==> src/rtl/bcd_updown_counter.sv <==
// Purpose : DIGITS-digit up/down counter, every digit modulo RADIX (default 2-digit BCD 00..99),
//           with enable, direction, clamped parallel load, terminal-count look-ahead and wrap pulse.
// Latency : COUNT/WRAP update one CLK edge after the qualifying inputs; TC is combinational.
// Backpressure: none; the counter accepts a step or load on every edge.
//
// Ports:
//   CLK, RST_N      rising-edge clock, synchronous active-low reset
//   EN, UP          count enable, direction (1 = increment)
//   LOAD, LOAD_VAL  parallel load strobe and per-digit load value (digit 0 in [3:0])
//   COUNT, units    registered count (digit 0 in [3:0]); units = COUNT[3:0]
//   TC              next edge wraps the whole counter (for cascading)
//   WRAP            registered one-cycle pulse after a wrapping edge
module bcd_updown_counter #(
  parameter int DIGITS = 2,
  parameter int RADIX  = 10
) (
  input  logic                  CLK,
  input  logic                  RST_N,
  input  logic                  EN,
  input  logic                  UP,
  input  logic                  LOAD,
  input  logic [4*DIGITS-1:0]   LOAD_VAL,
  output logic [4*DIGITS-1:0]   COUNT,
  output logic [3:0]            units,
  output logic                  TC,
  output logic                  WRAP
);

  localparam logic [3:0] MAX_DIGIT = 4'(RADIX - 1);

  logic [DIGITS-1:0][3:0] cnt_q;
  logic [DIGITS-1:0][3:0] cnt_step;
  logic [DIGITS-1:0][3:0] load_clamped;
  logic                   ripple;
  logic                   all_max;
  logic                   all_zero;
  logic                   wrap_q;

  // Step value: the carry/borrow ripples from digit 0 upward in one cycle. If it
  // survives past the top digit, every digit wrapped and so did the counter.
  always_comb begin
    cnt_step = cnt_q;
    ripple   = 1'b1;
    for (int i = 0; i < DIGITS; i++) begin
      if (ripple) begin
        if (UP) begin
          if (cnt_q[i] == MAX_DIGIT) begin
            cnt_step[i] = 4'd0;
          end else begin
            cnt_step[i] = cnt_q[i] + 4'd1;
            ripple      = 1'b0;
          end
        end else begin
          if (cnt_q[i] == 4'd0) begin
            cnt_step[i] = MAX_DIGIT;
          end else begin
            cnt_step[i] = cnt_q[i] - 4'd1;
            ripple      = 1'b0;
          end
        end
      end
    end
  end

  // Out-of-range load nibbles saturate to the top digit value so digits never
  // leave 0..RADIX-1.
  always_comb begin
    load_clamped = '0;
    for (int i = 0; i < DIGITS; i++) begin
      if ({1'b0, LOAD_VAL[i*4 +: 4]} >= 5'(RADIX)) begin
        load_clamped[i] = MAX_DIGIT;
      end else begin
        load_clamped[i] = LOAD_VAL[i*4 +: 4];
      end
    end
  end

  always_comb begin
    all_max  = 1'b1;
    all_zero = 1'b1;
    for (int i = 0; i < DIGITS; i++) begin
      if (cnt_q[i] != MAX_DIGIT) all_max  = 1'b0;
      if (cnt_q[i] != 4'd0)      all_zero = 1'b0;
    end
  end

  // RST_N gates TC so a counter held in reset never signals a cascade step.
  assign TC = RST_N & EN & ~LOAD & (UP ? all_max : all_zero);

  always_ff @(posedge CLK) begin
    if (!RST_N) begin
      cnt_q  <= '0;
      wrap_q <= 1'b0;
    end else if (LOAD) begin
      cnt_q  <= load_clamped;
      wrap_q <= 1'b0;
    end else if (EN) begin
      cnt_q  <= cnt_step;
      wrap_q <= ripple;
    end else begin
      wrap_q <= 1'b0;
    end
  end

  assign COUNT = cnt_q;
  assign units = cnt_q[0];
  assign WRAP  = wrap_q;

endmodule

==> config.mk <==
export PLATFORM = sky130hd
export DESIGN_NAME = bcd_updown_counter
export DESIGN_NICKNAME = d
export VERILOG_FILES = /design/src/rtl/bcd_updown_counter.sv
export SDC_FILE = /design/constraint.sdc
export NUM_CORES = 1
export LEC_CHECK = 0
export CORE_ASPECT_RATIO = 0.8
export CORE_MARGIN = 2
export CORE_UTILIZATION = 48
export CTS_CLUSTER_DIAMETER = 100
export DETAILED_ROUTE_END_ITERATION = 12
export PLACE_DENSITY_LB_ADDON = 0.25
export SETUP_SLACK_MARGIN = 0.05
export SLEW_MARGIN = 20
export SYNTH_ARGS = -nofsm -noshare
export SYNTH_HDL_FRONTEND = slang
export SYNTH_SLANG_ARGS = --single-unit
export TNS_END_PERCENT = 5
==> constraint.sdc <==
create_clock -name CLK -period 2.4 [get_ports CLK]
set_input_delay 0.48 -clock CLK [delete_from_list [all_inputs] [get_ports CLK]]
set_output_delay 0.48 -clock CLK [all_outputs]
set_load 0.05 [all_outputs]
==> qor.yml <==
drt:
  wire_per_inst_um: 13.9
  first_pass_iters: 5
  dr.first_iter.drc_count: 19
  post-route-drc-count: 0
  viasPerCell: 5.69
  wl_um: 2140
  drt.antenna.violating_nets: 0
  vias: 877
worst_setup_path:
  crit_type: "in2out"
  cp-end-kind: "primary output"
  r2r_end: "COUNT[4]"
  cp-start-kind: "input pin"
  r2r-start: "units[3]"
  rrSetupSlack_ns: 0.91
  reg2reg_depth: 5
  cp_max_fo: 2
  critPathArrivalTime_ns: 1.79
  required_ns: 1.92
worst_hold_path:
  min_from: "COUNT[5]"
  min_to: "COUNT[5]"
  holdPathStages: 2
  min_path_type: "reg2reg"
sta:
  fin_crit_sh: 0.946
  setup_tns_ns: 0
  setup_viol: 0
  skew_ns: 0.000754
  hold_viol: 0
  rsz0062_at_grt: "false"
  max-slew-margin-rel: 0.663
  fmax_ghz: 0.440
  tightestPinTransition_ns: 0.504
  slew_violations: 0
  fin_hold_ws_ns: 0.646
  setup_slack_ns: 0.130
  finalCriticalPeriod_ns: 2.27
layout:
  final_area_um2: 1140
  final_cell_mix: "clkdlybuf4s50_1 (25), buf_4 (10), dfxtp_1 (9)"
  fillers: 135
  layout_commonest_cell: "clkdlybuf4s50_1"
  nNetsFinal: 146
  seq_area_um2: 180
  multi_input_area_um2: 552
  antenna_cells: 0
  finish.utilization: 0.710
  area_growth_pct: 39.1
  post_route_cells_drive_above_1_share: 0.167
global_route:
  antenna_found_initial: 0
  grt_max_degree: 13
  grt_pass1_vias: 731
  track_usage: 0.225
  grt_overflow: 0
  grt_first_pass_wirelength_um: 3280
cts:
  clockBufferDepth: 2
  clock-sinks: 9
  h-tree-depth: 1
  cts_tree: "done"
  clk_latency_ns: 0.27
  cts-hold-fix-buffers: 0
  postCtsSetupRepairBufs: 0
  clkTransAtPathRegs_ns: 0.07
  ctsResizeCount: 0
  numCtsBuffers: 3
  cts_root_buffer: "clkbuf_4"
place:
  place.gp.congestion: 0.766
  place_ws_ns: 0.151
  hpwlAfterDp_um: 1570
  port_buffers: 26
  place_area_um2: 1120
run_status:
  status: "finished clean"
floorplanning:
  dieArea_um2: 2060
  die_w_um: 50.3
  start_util: 0.510
  row_count: 13
  core_um2: 1610
  die_h_um: 41.0
  num_io_pins: 27
yosys:
  syn-mean-instance-area_um2: 7.90
  synth_cell_types: 46
  syn_inst: 104
  synthAdderAreaFrac: 0
  synth-compound-area-share: 0.294
  ys_seq_area_frac: 0.219
  synth_nets: 117
  synth_seq_cells: 9
  synthSimpleGateAreaFrac: 0.312
  synthMuxAreaShare: 0.0122
  yosysWarningCount: 0
  synth_ff_type: "dfxtp_1"
  synth_area_um2: 822
  synth_top_family_by_area: "simple AND/OR/NAND/NOR gates"
  postSynth.asyncResetShare: 0
  synth-edff-count: 0
  synth_xor_area_frac: 0.0533
power:
  powerDensity_nw_per_um2: 473
  leakagePower_nw: 0.449
  ir_drop_mv: 0.350
flow_run:
  drv_cap: 0
==> area by class of cell <==
| class | count | area share |
|---|---|---|
| Timing Repair Buffer | 36 | 0.302 |
| Multi-Input combinational cell | 80 | 0.482 |
| Inverter | 3 | 0.00985 |
| Clock inverter | 1 | 0.00438 |
| Clock buffer | 3 | 0.0197 |
| Tap cell | 22 | 0.0241 |
| Sequential cell | 9 | 0.158 |
==> synthesized netlist by cell type (2+ instances only) <==
library cell / instances / share of area
dfxtp_1: 9 / 0.22
o21ai_0: 8 / 0.049
a21oi_1: 7 / 0.043
nor2b_1: 5 / 0.038
buf_4: 4 / 0.037
nand3_1: 4 / 0.024
o21ai_1: 4 / 0.024
xnor2_1: 4 / 0.043
and3_1: 3 / 0.023
buf_2: 3 / 0.018
clkbuf_1: 3 / 0.014
nand2b_1: 3 / 0.023
nor2_1: 3 / 0.014
nor3_1: 3 / 0.018
and3b_1: 2 / 0.021
buf_6: 2 / 0.027
inv_1: 2 / 0.0091
nand2_1: 2 / 0.0091
nand3b_1: 2 / 0.018
nand4_1: 2 / 0.015
nor3_2: 2 / 0.024
o211ai_1: 2 / 0.018
o311a_1: 2 / 0.024
==> power breakdown <==
group	leakage, nW	internal [W]	switching, W
combinational	0.357	0.000103	0.000127
sequential	0.0745	0.000160	0.0000254
clock	0.0177	0.0000617	0.0000650
total	0.449	0.000324	0.000217
==> metal layers <==
metal,vias up,global-route usage,wire length (um)
met5,-,0,0
met4,0,0.0833,19
met2,49,0.382,982
met3,4,0.0839,160
li1,437,-,-
met1,387,0.267,981
==> critical path, stage by stage <==
cell and delay [ns]:
clkdlybuf4s50_1 0.50, nor4b_1 0.39, and3_1 0.27, buf_12 0.14
==> registers in the layout, indices dropped and copies added, names as in the netlist <==
name   flops
WRAP       1
units      4
COUNT      4
==> kinds of logic after synthesis <==
| family | after synthesis |
|---|---|
| flops | 9 |
| compound gates | 35 |
| simple gates | 39 |
| xor+xnor | 5 |
| buf+inv | 15 |
| mux | 1 |
==> worst max-delay path by stage <==
stage | slack [ns] | from | cells after the start | endpoint
2_1_floorplan | 0.27 | units[3] | 5 | TC
3_3_place_gp | 0.16 | RST_N | 4 | TC
3_5_place_dp | 0.15 | RST_N | 4 | TC
4_1_cts | 0.14 | RST_N | 4 | TC
5_1_grt | 0.05 | RST_N | 4 | TC
6_report | 0.13 | RST_N | 4 | TC
==> per-stage QoR <==
step / std cells / total power (W)
floorplan: 104 / 0.000339
global placement: 150 / 0.000409
detailed placement: 150 / 0.000415
CTS: 154 / 0.000542
global route: 154 / 0.000578
finish: 154 / 0.000541
Power figures use the tool's default switching activity.
